===== src/rtl/fadd_arb.sv =====
// rtl/fadd_arb.sv - two-port round-robin arbiter in front of a shared pipelined FP adder
module fadd_arb #(
    parameter int N     = 32,
    parameter int TAGW  = 4,
    parameter int LAT   = 2,
    parameter int DEPTH = 4
) (
    input  logic            clk,
    input  logic            rst_n,
    input  logic            req0_valid,
    output logic            req0_ready,
    input  logic [N-1:0]    req0_a,
    input  logic [N-1:0]    req0_b,
    input  logic [2:0]      req0_frm,
    input  logic [TAGW-1:0] req0_tag,
    input  logic            req1_valid,
    output logic            req1_ready,
    input  logic [N-1:0]    req1_a,
    input  logic [N-1:0]    req1_b,
    input  logic [2:0]      req1_frm,
    input  logic [TAGW-1:0] req1_tag,
    input  logic [2:0]      csr_frm,
    output logic            fu_valid,
    output logic [N-1:0]    fu_a,
    output logic [N-1:0]    fu_b,
    output logic [2:0]      fu_frm,
    input  logic [N-1:0]    fu_out,
    output logic            res_valid,
    input  logic            res_ready,
    output logic [N-1:0]    res_data,
    output logic [TAGW-1:0] res_tag,
    output logic            res_src,
    output logic            res_ill
);
    localparam int AW = $clog2(DEPTH);

    logic            rr_q, rr_d;
    logic [LAT-1:0]  pv_q, pv_d;
    logic [TAGW-1:0] pt_q [LAT];
    logic [TAGW-1:0] pt_d [LAT];
    logic [LAT-1:0]  ps_q, ps_d;
    logic [LAT-1:0]  pi_q, pi_d;
    logic [N-1:0]    md_q [DEPTH];
    logic [N-1:0]    md_d [DEPTH];
    logic [TAGW-1:0] mt_q [DEPTH];
    logic [TAGW-1:0] mt_d [DEPTH];
    logic [DEPTH-1:0] ms_q, ms_d;
    logic [DEPTH-1:0] mi_q, mi_d;
    logic [AW:0]     wp_q, wp_d;
    logic [AW:0]     rp_q, rp_d;

    int              inflight;
    logic [AW:0]     fifo_count;
    logic            credit_ok;
    logic            grant;
    logic            win;
    logic [2:0]      sel_frm;
    logic [2:0]      rslv_frm;
    logic            launch_ill;
    logic            fifo_empty;
    logic            push;
    logic            pop;

    // Credits: every launched op owns a FIFO slot until it is popped
    always_comb begin
        inflight = 0;
        for (int i = 0; i < LAT; i++) begin
            if (pv_q[i]) inflight = inflight + 1;
        end
        fifo_count = wp_q - rp_q;
        credit_ok  = (inflight + int'(fifo_count)) < DEPTH;
    end

    // Arbitration, rounding-mode resolution and operand launch
    always_comb begin
        win        = (req0_valid && req1_valid) ? rr_q : req1_valid;
        grant      = rst_n && credit_ok && (req0_valid || req1_valid);
        req0_ready = grant && !win;
        req1_ready = grant && win;
        sel_frm    = win ? req1_frm : req0_frm;
        rslv_frm   = (sel_frm == 3'b111) ? csr_frm : sel_frm;
        launch_ill = rslv_frm[2] && (rslv_frm[1] || rslv_frm[0]);
        fu_valid   = grant;
        fu_a       = '0;
        fu_b       = '0;
        fu_frm     = '0;
        if (grant) begin
            fu_a   = win ? req1_a : req0_a;
            fu_b   = win ? req1_b : req0_b;
            fu_frm = rslv_frm;
        end
        rr_d = grant ? ~win : rr_q;
    end

    // In-flight tracking pipe and in-order result FIFO
    always_comb begin
        pv_d    = pv_q;
        pt_d    = pt_q;
        ps_d    = ps_q;
        pi_d    = pi_q;
        pv_d[0] = grant;
        pt_d[0] = win ? req1_tag : req0_tag;
        ps_d[0] = win;
        pi_d[0] = launch_ill;
        for (int i = 1; i < LAT; i++) begin
            pv_d[i] = pv_q[i-1];
            pt_d[i] = pt_q[i-1];
            ps_d[i] = ps_q[i-1];
            pi_d[i] = pi_q[i-1];
        end
        fifo_empty = (wp_q == rp_q);
        push       = pv_q[LAT-1];
        pop        = !fifo_empty && res_ready;
        md_d       = md_q;
        mt_d       = mt_q;
        ms_d       = ms_q;
        mi_d       = mi_q;
        if (push) begin
            md_d[wp_q[AW-1:0]] = fu_out;
            mt_d[wp_q[AW-1:0]] = pt_q[LAT-1];
            ms_d[wp_q[AW-1:0]] = ps_q[LAT-1];
            mi_d[wp_q[AW-1:0]] = pi_q[LAT-1];
        end
        wp_d      = wp_q + (AW+1)'(push);
        rp_d      = rp_q + (AW+1)'(pop);
        res_valid = !fifo_empty;
        res_data  = md_q[rp_q[AW-1:0]];
        res_tag   = mt_q[rp_q[AW-1:0]];
        res_src   = ms_q[rp_q[AW-1:0]];
        res_ill   = mi_q[rp_q[AW-1:0]];
    end

    // State registers; reset drops everything in flight and buffered
    always_ff @(posedge clk or negedge rst_n) begin
        if (!rst_n) begin
            rr_q <= 1'b0;
            pv_q <= '0;
            ps_q <= '0;
            pi_q <= '0;
            for (int i = 0; i < LAT; i++) pt_q[i] <= '0;
            for (int i = 0; i < DEPTH; i++) begin
                md_q[i] <= '0;
                mt_q[i] <= '0;
            end
            ms_q <= '0;
            mi_q <= '0;
            wp_q <= '0;
            rp_q <= '0;
        end else begin
            rr_q <= rr_d;
            pv_q <= pv_d;
            pt_q <= pt_d;
            ps_q <= ps_d;
            pi_q <= pi_d;
            md_q <= md_d;
            mt_q <= mt_d;
            ms_q <= ms_d;
            mi_q <= mi_d;
            wp_q <= wp_d;
            rp_q <= rp_d;
        end
    end
endmodule


===== config.mk =====
export PLATFORM = sky130hd
export DESIGN_NAME = fadd_arb
export DESIGN_NICKNAME = d
export VERILOG_FILES = /design/src/rtl/fadd_arb.sv
export SDC_FILE = /design/constraint.sdc
export NUM_CORES = 1
export LEC_CHECK = 0
export CAP_MARGIN = 10
export CELL_PAD_IN_SITES_DETAIL_PLACEMENT = 1
export CELL_PAD_IN_SITES_GLOBAL_PLACEMENT = 2
export CORE_ASPECT_RATIO = 0.6
export CORE_MARGIN = 5
export CORE_UTILIZATION = 40
export CTS_BUF_LIST = sky130_fd_sc_hd__clkbuf_4 sky130_fd_sc_hd__clkbuf_8 sky130_fd_sc_hd__clkbuf_16
export DETAILED_ROUTE_END_ITERATION = 7
export DONT_BUFFER_PORTS = 1
export PLACE_DENSITY_LB_ADDON = 0.05
export SLEW_MARGIN = 10
export SYNTH_ARGS = -nofsm -noshare
export SYNTH_HDL_FRONTEND = slang
export SYNTH_SLANG_ARGS = --single-unit

===== constraint.sdc =====
create_clock -name clk -period 3.15 [get_ports clk]
set_input_delay 0.1575 -clock clk [delete_from_list [all_inputs] [get_ports clk]]
set_output_delay 0.1575 -clock clk [all_outputs]
set_load 0.005 [all_outputs]

---- Word level (Yosys, flattened, before mapping) ----
Cells that the tools add are included.
operators by class
  muxes and demuxes ....................... 31
  eq/ne operators ......................... 2
  $lt $le $gt $ge ......................... 7
  bitwise logic cells ..................... 3
  add/sub/neg operators ................... 5
  reduce and logical (&&, ||, !) cells .... 13
operators by type and width
  operator                                                  number
  2-to-1 mux 32 bit                                         8
  bitwise mux 128 bit                                       1
  binary-select mux 32 bit (select 2 bit)                   1
  demux 32 bit (select 2 bit)                               1
  adder 32 x 2 -> 32 bit, second input constant             1
  adder 32 x 4 -> 32 bit                                    1
  < comparator 32 x 4 -> 1 bit, second input constant       1
  bitwise mux 16 bit                                        1
  2-to-1 mux 4 bit                                          4
  logical AND 1 bit                                         9
  2-to-1 mux 3 bit                                          3
  binary-select mux 4 bit (select 2 bit)                    1
  bitwise mux 4 bit                                         2
  demux 4 bit (select 2 bit)                                1
  adder 3 x 1 -> 3 bit                                      2
  greater-or-equal comparator 3 bit, second input constant  2
  < comparator 2 x 3 -> 1 bit, second input constant        2
  NOT 2 -> 3 bit                                            2
  2-to-1 mux 1 bit                                          5
  binary-select mux 1 bit (select 2 bit)                    2
  equality test 3 bit                                       1
  equality test 3 bit, second input constant                1
  < comparator 3 x 1 -> 1 bit, second input constant        1
  subtractor 3 bit                                          1
  other kinds (5)                                           7
word-level totals
  input port bits ......................... 182
  word-level logic and storage cells ...... 79
  register bits ........................... 173

---- Depth between registers and ports, before layout ----
Gate-level depths: netlist of the first run.
  depth in word-level cells ............... 8
  depth in mapped cells ................... 9
  gate-level depth less buffers ........... 8

---- Least setup slack after synthesis of the first run ----
OpenSTA, ideal clock, no wires.
  kind .................................... register to output
  start ................................... register wp_q[0]
  end ..................................... output fu_frm[0]
  cell stages (with the launch flop) ...... 10
  buffers on the path ..................... 1
  setup slack ............................. 0.782 ns
  data arrival time ....................... 2.211 ns
  required time ........................... 2.992 ns
  cell sequence ........................... dfrtp_1 > inv_1 > ha_1 > fa_1 > inv_1 > ha_1 > nand3b_1 > o2111ai_2 > buf_2 > nor4_1
on the way
  longest elaborated chain between the ends .. 6
ends and longest elaborated chain
  item                             line  RTL
  start: declaration               49    logic [AW:0] wp_q, wp_d;
  start signal: assignment         159   wp_q <= wp_d;
  subtractor 3 bit                 70    fifo_count = wp_q - rp_q;
  adder 32 x 4 -> 32 bit           71    credit_ok = (inflight + int'(fifo_count)) < DEPTH;
  < comparator 32 x 4 -> 1 bit     71
  logical AND 1 bit (2 in series)  77    grant = rst_n && credit_ok && (req0_valid || req1_valid);
  2-to-1 mux 3 bit                 87    if (grant) begin
  end: declaration                 26    output logic [2:0] fu_frm,
No other way between the ends.

---- Worst setup path after layout of the first run ----
  start ................................... register wp_q[0]
  end ..................................... output fu_a[26]
on the way
  longest elaborated chain between the ends .. 6
ends and longest elaborated chain
  item                             line  RTL
  subtractor 3 bit                 70
  adder 32 x 4 -> 32 bit           71
  < comparator 32 x 4 -> 1 bit     71
  logical AND 1 bit (2 in series)  77
  2-to-1 mux 32 bit                87
  end: declaration                 24    output logic [N-1:0] fu_a,
No other way between the ends.

==> results.yml, run 1 <==
status:
  outcome: "complete, but fails checks"
  violations: "hold timing"
synth:
  ys_seq_area_frac: 0.5190
  synth.ff_latch_count: 173
  yosys.area.top_type: "dfrtp_1"
  syn_avg_cell_area_um2: 12.43
  synth-simple-area-share: 0.07695
  synth_compound_area_frac: 0.04515
  synthCells: 671
  synth_area_mm2: 0.008342
  synthXorXnorAreaFrac: 0.004200
  synthAdderAreaFrac: 0.01440
  synth_area_leaders: "dfrtp_1, mux2_2, mux4_2"
  synth_top_family_by_area: "multiplexers"
  syn_nets: 862
  yosys_warnings: 0
  synthMuxAreaShare: 0.3126
  yosysTopAreaCellShare: 0.5190
  ys_types: 28
timing:
  rsz0062_at_grt: "yes"
  whs_ns: -0.5814
  max_freq_ghz: 0.3336
  min_period_over_period: 0.9515
  min_period_ns: 2.997
  slew_violations: 0
  fin_tns_setup_ns: 0
  tightest_slew_ns: 0.8465
  finalClockSkew_ns: 0.009616
  setup_violations: 0
  relSlewSlack: 0.4357
  hold_viol: 173
global_routing:
  overflow: 0
  grt_max_degree: 175
  grt_use_total: 0.1814
  grt_pass1_vias: 6076
  antenna_found_initial: 0
  grt_pass1_wl_um: 34080
power:
  p_per_area_mw_per_mm2: 1010
  power_leakage_nw: 4.106
  ir_worst_vdd_uv: 451.6
setup_path:
  start_kind: "flop"
  rrSetupSlack_ns: 0.70
  critical_path_class: "reg2out"
  crit_fanout: 22
  end_kind: "output pin"
  worst_ep_arrival_time_ns: 2.84
  cp.required_ns: 2.99
route:
  antenna_left: 0
  drc: 0
  vias: 5349
  drtIter0Drc: 170
  routed_via_density: 5.425
  avgRoutedWirePerCell_um: 22.30
  wl_um: 21990
  first_pass_iters: 4
clock_tree:
  clk_pin_slew_worst_paths_ns: 0.07
  cts_tree: "built"
  clock-sinks: 173
  insertion_delay_ns: 0.43
  postCtsSetupRepairBufs: 0
  h-tree-depth: 4
  cts_hold_buf: 43
  clock_path_buffers: 2
  cts_made_buffers: 17
  cts_root_buf: "clkbuf_16"
layout:
  drive_gt1_frac: 0.3478
  num_antenna_cells: 0
  area_growth_pct: 15.82
  final_nets: 891
die:
  rows: 40
  initial_core_util: 0.4115
  die_area_mm2: 0.02394
  io-pin-count: 291
  die_x_um: 196.4
  chipHeight_um: 121.9
  core-area_mm2: 0.02027
min_path:
  hold_path_class: "in2async"
placed_design:
  hpwl_um: 15020
  gp_congestion: 0.7502
  port_buffers: 0
job:
  maxCapViolCount: 0
==> metrics by stage <==
| step | utilization | worst slack [ns] | power [mW] | cell area, um2 | instances |
|---|---|---|---|---|---|
| finish | 0.4767 | 0.1528 | 9.756 | 9662 | 986 |
| global placement | 0.4259 | 0.3505 | 7.478 | 8632 | 911 |
| floorplan | - | 0.7819 | 6.675 | 8342 | 671 |
| detailed placement | 0.4259 | 0.3743 | 7.740 | 8632 | 911 |
| global route | 0.4767 | -0.001619 | 10.45 | 9662 | 986 |
| CTS | 0.4761 | 0.04751 | 9.925 | 9651 | 986 |
==> area by class of cell <==
cell class | count | area [um2]
Timing Repair Buffer | 57 | 539.3
Sequential cell | 173 | 4332
Inverter | 9 | 33.78
Clock buffer | 19 | 452.9
Multi-Input combinational cell | 442 | 3834
Fill cell | 2061 | 10610
Clock inverter | 13 | 128.9
Tap cell | 273 | 341.6
==> flip-flops by register name (all words and copies together) (netlist names) <==
signal and count:
pv_q 2, md_q 128, rp_q 3, mt_q 16
wp_q 3, ps_q 2, pi_q 2, mi_q 4
ms_q 4, rr_q 1, pt_d 4, pt_q 4
==> power by group <==
group	switching, mW	total, mW	internal [mW]
sequential	0.554	3.85	3.29
combinational	1.84	3.85	2.00
clock	0.916	2.06	1.15
total	3.31	9.76	6.44
==> placed cells by master (no fill, tap or decap), types with 2 or more instances in the layout <==
cell	synthesis	layout
mux4_2	38	38
a21oi_1	64	62
nand2_1	146	146
dfrtp_2	0	2
o211ai_1	2	2
dfrtp_1	173	171
clkinv_4	0	4
nor3_1	4	4
dlygate4sd3_1	0	43
clkbuf_8	0	2
clkbuf_16	0	17
nand3_2	0	3
xor2_1	3	3
inv_1	9	8
buf_4	0	13
nor2_1	4	4
nor4_1	2	2
mux2i_1	4	4
inv_6	0	5
ha_1	8	8
a21oi_2	0	2
clkinvlp_4	0	2
mux2_2	152	152
==> cell usage after synthesis <==
| cell | instances |
|---|---|
| a2111oi_0 | 1 |
| a21oi_1 | 64 |
| a22oi_1 | 1 |
| and2_1 | 1 |
| and3_1 | 1 |
| buf_1 | 5 |
| buf_2 | 17 |
| clkbuf_1 | 25 |
| dfrtp_1 | 173 |
| fa_1 | 1 |
| ha_1 | 8 |
| inv_1 | 9 |
| mux2_2 | 152 |
| mux2i_1 | 4 |
| mux4_2 | 38 |
| nand2_1 | 146 |
| nand3_1 | 4 |
| nand3b_1 | 1 |
| nor2_1 | 4 |
| nor2b_1 | 1 |
| nor3_1 | 4 |
| nor4_1 | 2 |
| o2111ai_2 | 1 |
| o211ai_1 | 2 |
| o21ai_0 | 1 |
| o21ai_1 | 1 |
| xnor2_1 | 1 |
| xor2_1 | 3 |
==> kinds of logic after synthesis <==
group | count (synthesis)
mux | 194
fa+ha+maj | 9
simple gates | 164
xor+xnor | 4
compound gates | 71
buf+inv | 56
flops | 173
==> worst max-delay path, stage by stage, from the launching register on <==
cell	delay, ns
dfrtp_1	0.42
inv_1	0.11
ha_1	0.23
fa_1	0.48
inv_1	0.04
ha_1	0.28
nand3b_1	0.13
o2111ai_4	0.18
buf_4	0.27
a21oi_1	0.26
==> worst paths after layout <==
check | cells past startpoint | end | startpoint
min reg2reg | 0 | pt_q[2]$_DFF_PN0_ | pt_d[2]$_DFF_PN0_
max | 9 | fu_a[26] | wp_q[0]$_DFF_PN0_
max in group asynchronous | 0 | md_q[121]$_DFFE_PN0P_ | rst_n
max reg2reg | 5 | pi_q[0]$_DFF_PN0_ | rr_q$_DFFE_PN0P_
min | 0 | md_q[106]$_DFFE_PN0P_ | rst_n
min in group clk | 2 | pv_q[0]$_DFF_PN0_ | req0_valid
==> timing repair <==
item                       CTS  global route
setup endpoints to repair    1            46
hold endpoints to repair   307           173
gates cloned                 0             0
gates resized for setup      2             3
==> metal layers <==
layer | track usage | share of wire
met5 | 0 | 0
met2 | 0.3034 | 0.51
met4 | 0.04272 | 0.010
met3 | 0.05307 | 0.057
met1 | 0.2357 | 0.42
(Power assumes the default switching activity.)
==> inputs of run 2 (changes only) <==
==> constraint.sdc (replaced) <==
create_clock -name clk -period 2.85 [get_ports clk]
set_input_delay 0.1425 -clock clk [delete_from_list [all_inputs] [get_ports clk]]
set_output_delay 0.1425 -clock clk [all_outputs]
set_load 0.005 [all_outputs]
==> results.yml, run 2 (synthesized netlist as in run 1, its figures left out) <==
global_routing:
  antenna_found_initial: 0
  grt_pass1_vias: 6367
  overflow: 0
  grt_pass1_wl_um: 36170
  grt_max_degree: 175
  grt_use_total: 0.1904
route:
  drc: 0
  drtIter0Drc: 183
  routed_via_density: 5.563
  first_pass_iters: 4
  vias: 5552
  wl_um: 23350
  antenna_left: 0
  avgRoutedWirePerCell_um: 23.40
setup_path:
  start_kind: "flop"
  cp.required_ns: 2.71
  crit_fanout: 5
  cp_cell_sequence: "inv_2 > ha_4 > fa_1 > inv_1 > ha_1 > nand3b_1 > o2111ai_4 > buf_6 > a2111oi_4 > buf_4"
  cp_top_family: "adder cells"
  cpMaxStageDelayCell: "fa_1"
  end_kind: "output pin"
  r2r-start: "rr_q$_DFFE_PN0P_"
  critPathMaxStageDelay_ns: 0.48
  critical_path_class: "reg2out"
  cp.buffers_inverters: 4
  rr_endpoint: "pt_d[2]$_DFF_PN0_"
  rrSetupSlack_ns: 0.39
  worst_ep_arrival_time_ns: 2.71
  reg2reg_depth: 6
timing:
  tightest_slew_ns: 0.8303
  max_freq_ghz: 0.3506
  whs_ns: -0.5899
  slew_violations: 0
  rsz0062_at_grt: "yes"
  min_period_ns: 2.853
  relSlewSlack: 0.4464
  min_period_over_period: 1.001
  fin_tns_setup_ns: -0.002577
  finalClockSkew_ns: 0.009409
  setup_violations: 1
  hold_viol: 173
  fin_ws_ns: -0.002577
layout:
  post-route-util: 0.5203
  fin_cells: 998
  final_cell_mix: "dfrtp_1, mux2_2, nand2_1"
  largest_register_ff_count: 128
  area_growth_pct: 26.43
  top_regs: "md_q x128, mt_q x16"
  num_antenna_cells: 0
  final_common_cell: "dfrtp_1"
  largest_register: "md_q"
  final_nets: 903
  drive_gt1_frac: 0.4510
clock_tree:
  insertion_delay_ns: 0.42
  cts_made_buffers: 17
  clock_path_buffers: 2
  clk_pin_slew_worst_paths_ns: 0.07
  clock-sinks: 173
  cts_root_buf: "clkbuf_16"
  cts_hold_buf: 44
  cts_tree: "built"
  h-tree-depth: 4
die:
  initial_core_util: 0.4115
  chipHeight_um: 121.9
  rows: 40
  die_area_mm2: 0.02394
  core-area_mm2: 0.02027
  die_x_um: 196.4
  io-pin-count: 291
placed_design:
  port_buffers: 0
  dp.cells: 910
  gp_congestion: 0.7663
  hpwl_um: 14920
power:
  p_switching_mw: 4.232
  swShare: 0.3546
  power.internal_mw: 7.703
  power_mw: 11.94
  p_comb_frac: 0.452
  seq_power_share: 0.356
  p_clk_frac: 0.192
  power_leakage_nw: 4.270
  p_per_area_mw_per_mm2: 1132
  ir_worst_vdd_uv: 484.3
min_path:
  hold_path_class: "in2async"
status:
  outcome: "complete, but fails checks"
  violations: "hold timing, setup timing"
job:
  maxCapViolCount: 0
[run 2: changes by cell type in the layout (fill, tap and decap cells not counted), sizes merged]
cell	change
buf	+9
clkbuf	+2
dlygate4sd3	+1
[run 2: worst max-delay path by stage]
stage	depth (start not counted)	startpoint	slack, ns	end
after floorplan	9	wp_q[0]$_DFF_PN0_	0.50	fu_frm[0]
after global placement	9	wp_q[0]$_DFF_PN0_	0.1	fu_frm[2]
after detailed placement	9	wp_q[0]$_DFF_PN0_	0.05	fu_frm[2]
after CTS	10	wp_q[0]$_DFF_PN0_	-0.1	fu_frm[2]
after global routing	10	wp_q[0]$_DFF_PN0_	-0.12	fu_frm[2]
final	10	wp_q[0]$_DFF_PN0_	-0.003	fu_frm[2]
[run 2: per-layer routing]
layer	global-route usage	up-vias	wire, um
li1	-	2453	-
met1	0.2501	2928	9866
met2	0.3188	149	11890
met3	0.04947	22	1324
met4	0.04708	0	273
met5	0	-	0
[run 2: through the flow]
stage          setup WS [ns]  cell area (um2)
2_1_floorplan         0.4969             8342
3_3_place_gp         0.09717             8675
3_5_place_dp         0.04996             8675
4_1_cts             -0.09645            10240
5_1_grt              -0.1222            10550
6_report           -0.002577            10550
[run 2: repair_timing]
action | CTS | global route
cloned | 2 | 3
buffers inserted | 5 | 2
setup endpoints to repair | 69 | 69
gates resized for setup | 91 | 42
hold endpoints to repair | 307 | 173
pin swaps | 3 | 1
[run 2: cell type report]
class	instances	area, um2
multi-input combinational	442	4457
sequential	173	4332
timing repair buffer	69	804.5
fill	1985	9723
clock inverter	13	131.4
inverter	9	33.78
tap	273	341.6
clock buffer	19	446.7
[run 2: power by group through the flow]
stage                     combinational, mW  sequential [mW]  clock (mW)
after floorplan                        3.33             4.05           0
after global routing                   5.85             4.38        2.47
final                                  5.39             4.25        2.30
after CTS                              5.07             4.25        2.35
after detailed placement               4.25             4.30           0
after global placement                 4.12             4.18           0
==> inputs of run 3 (changes only) <==
--- a/config.mk
+++ b/config.mk
@@ -14,7 +14,7 @@
 export CTS_BUF_LIST = sky130_fd_sc_hd__clkbuf_4 sky130_fd_sc_hd__clkbuf_8 sky130_fd_sc_hd__clkbuf_16
 export DETAILED_ROUTE_END_ITERATION = 7
 export DONT_BUFFER_PORTS = 1
-export PLACE_DENSITY_LB_ADDON = 0.05
+export PLACE_DENSITY = 0.89
 export SLEW_MARGIN = 10
 export SYNTH_ARGS = -nofsm -noshare
 export SYNTH_HDL_FRONTEND = slang
==> results.yml, run 3 (synthesized netlist as in run 1, its figures left out) <==
power:
  p_switching_mw: 4.248
  swShare: 0.3456
  p_clk_frac: 0.197
  p_per_area_mw_per_mm2: 1161
  power.internal_mw: 8.043
  power_mw: 12.29
  p_comb_frac: 0.456
  power_leakage_nw: 4.316
  ir_worst_vdd_uv: 567.7
  seq_power_share: 0.347
clock_tree:
  cts_root_buf: "clkbuf_16"
  clock-sinks: 173
  clock_path_buffers: 2
  cts_made_buffers: 17
  h-tree-depth: 4
  cts_tree: "built"
  cts_hold_buf: 43
  clk_pin_slew_worst_paths_ns: 0.07
  insertion_delay_ns: 0.42
timing:
  tightest_slew_ns: 0.8497
  fin_tns_setup_ns: -2.046
  min_period_over_period: 1.039
  fin_ws_ns: -0.1102
  max_freq_ghz: 0.3378
  slew_violations: 0
  setup_violations: 29
  whs_ns: -0.5878
  hold_viol: 173
  min_period_ns: 2.960
  finalClockSkew_ns: 0.008118
  rsz0062_at_grt: "yes"
  relSlewSlack: 0.4335
layout:
  final_common_cell: "dfrtp_1"
  post-route-util: 0.5225
  largest_register: "md_q"
  nFillCells: 1977
  multiInputGateArea_mm2: 0.004424
  top_regs: "md_q x128, mt_q x16"
  seqCellArea_mm2: 0.004332
  area_growth_pct: 26.95
  largest_register_ff_count: 128
  num_antenna_cells: 0
  final_nets: 910
  drive_gt1_frac: 0.4514
  final_cell_mix: "dfrtp_1, mux2_2, nand2_1"
  stdcell_area_mm2: 0.01059
setup_path:
  cp.required_ns: 2.71
  startpoint: "wp_q[0]$_DFF_PN0_"
  rr_endpoint: "pi_q[0]$_DFF_PN0_"
  critical_path_class: "reg2out"
  end_kind: "output pin"
  start_kind: "flop"
  crit_fanout: 9
  endpoint: "fu_b[20]"
  rrSetupSlack_ns: 0.36
  worst_ep_arrival_time_ns: 2.82
  r2r-start: "rr_q$_DFFE_PN0P_"
  reg2reg_depth: 5
global_routing:
  grt_pass1_wl_um: 37240
  grt_use_total: 0.1994
  antenna_found_initial: 0
  grt_max_degree: 175
  overflow: 0
  grt_pass1_vias: 6455
  busiest_layer: "met2"
  grt_use_met2: 0.3292
  grtUsageMet3: 0.05666
  grtUsageMet1: 0.2660
min_path:
  hold_path_class: "in2async"
route:
  first_pass_iters: 4
  routed_via_density: 5.617
  drc: 0
  vias: 5639
  avgRoutedWirePerCell_um: 24.61
  antenna_left: 0
  wl_um: 24710
  drtIter0Drc: 201
die:
  die_x_um: 196.4
  chipHeight_um: 121.9
  die_area_mm2: 0.02394
  core-area_mm2: 0.02027
  rows: 40
  io-pin-count: 291
  initial_core_util: 0.4115
placed_design:
  place_area_mm2: 0.008645
  gp_congestion: 0.8912
  port_buffers: 0
  hpwl_um: 15710
job:
  maxCapViolCount: 0
status:
  outcome: "complete, but fails checks"
  violations: "hold timing, setup timing"
## run 3: layer usage
metal  routed length (um)  share of wire  vias up
met1                10710           0.43     3016
met2                12590           0.51      137
met5                    0              0        -
li1                     -              -     2471
met3                 1224          0.050       15
met4                  190         0.0077        0
## run 3: worst min-delay path by stage
| stage | to | slack, ns |
|---|---|---|
| CTS | md_q[13]$_DFFE_PN0P_ | -0.61 |
| floorplan | md_q[0]$_DFFE_PN0P_ | -0.15 |
| finish | md_q[13]$_DFFE_PN0P_ | -0.59 |
| detailed placement | md_q[13]$_DFFE_PN0P_ | -0.15 |
| global placement | md_q[45]$_DFFE_PN0P_ | -0.15 |
| global route | md_q[13]$_DFFE_PN0P_ | -0.62 |
## run 3: power by group through the flow
stage          sequential [mW]  clock (mW)  combinational (mW)
6_report                  4.27        2.42                5.61
2_1_floorplan             4.05           0                3.33
3_3_place_gp              4.14           0                4.06
3_5_place_dp              4.32           0                4.25
4_1_cts                   4.27        2.48                5.21
5_1_grt                   4.39        2.60                6.04
## run 3: timing repair
action | CTS | global route
setup buffers | 12 | 2
setup endpoints to repair | 65 | 70
cloned | 4 | 3
pin swaps | 7 | 6
hold endpoints to repair | 307 | 173
resized for setup | 67 | 64
## run 3: cell type report
cell class | count | area share
clock inverter | 9 | 0.01276
clock buffer | 22 | 0.04490
inverter | 9 | 0.003190
sequential | 173 | 0.4090
tap | 273 | 0.03225
multi-input combinational | 443 | 0.4178
timing repair buffer | 75 | 0.08010
## run 3: stage by stage
stage          setup WS [ns]  hold slack (ns)  cells
4_1_cts             -0.02634          -0.6090   1001
6_report             -0.1102          -0.5878   1004
3_3_place_gp          0.2572          -0.1494    911
5_1_grt              -0.2107          -0.6210   1004
2_1_floorplan         0.4969          -0.1531    671
3_5_place_dp         0.08749          -0.1495    911
## run 3: worst max-delay path: stages, from the launching register on
cell,delay [ns]
dfrtp_1,0.38
inv_2,0.07
ha_4,0.15
fa_1,0.50
inv_1,0.05
ha_1,0.28
nand3b_1,0.16
o2111ai_4,0.17
buf_12,0.22
buf_12,0.14
buf_16,0.15
a21oi_4,0.13
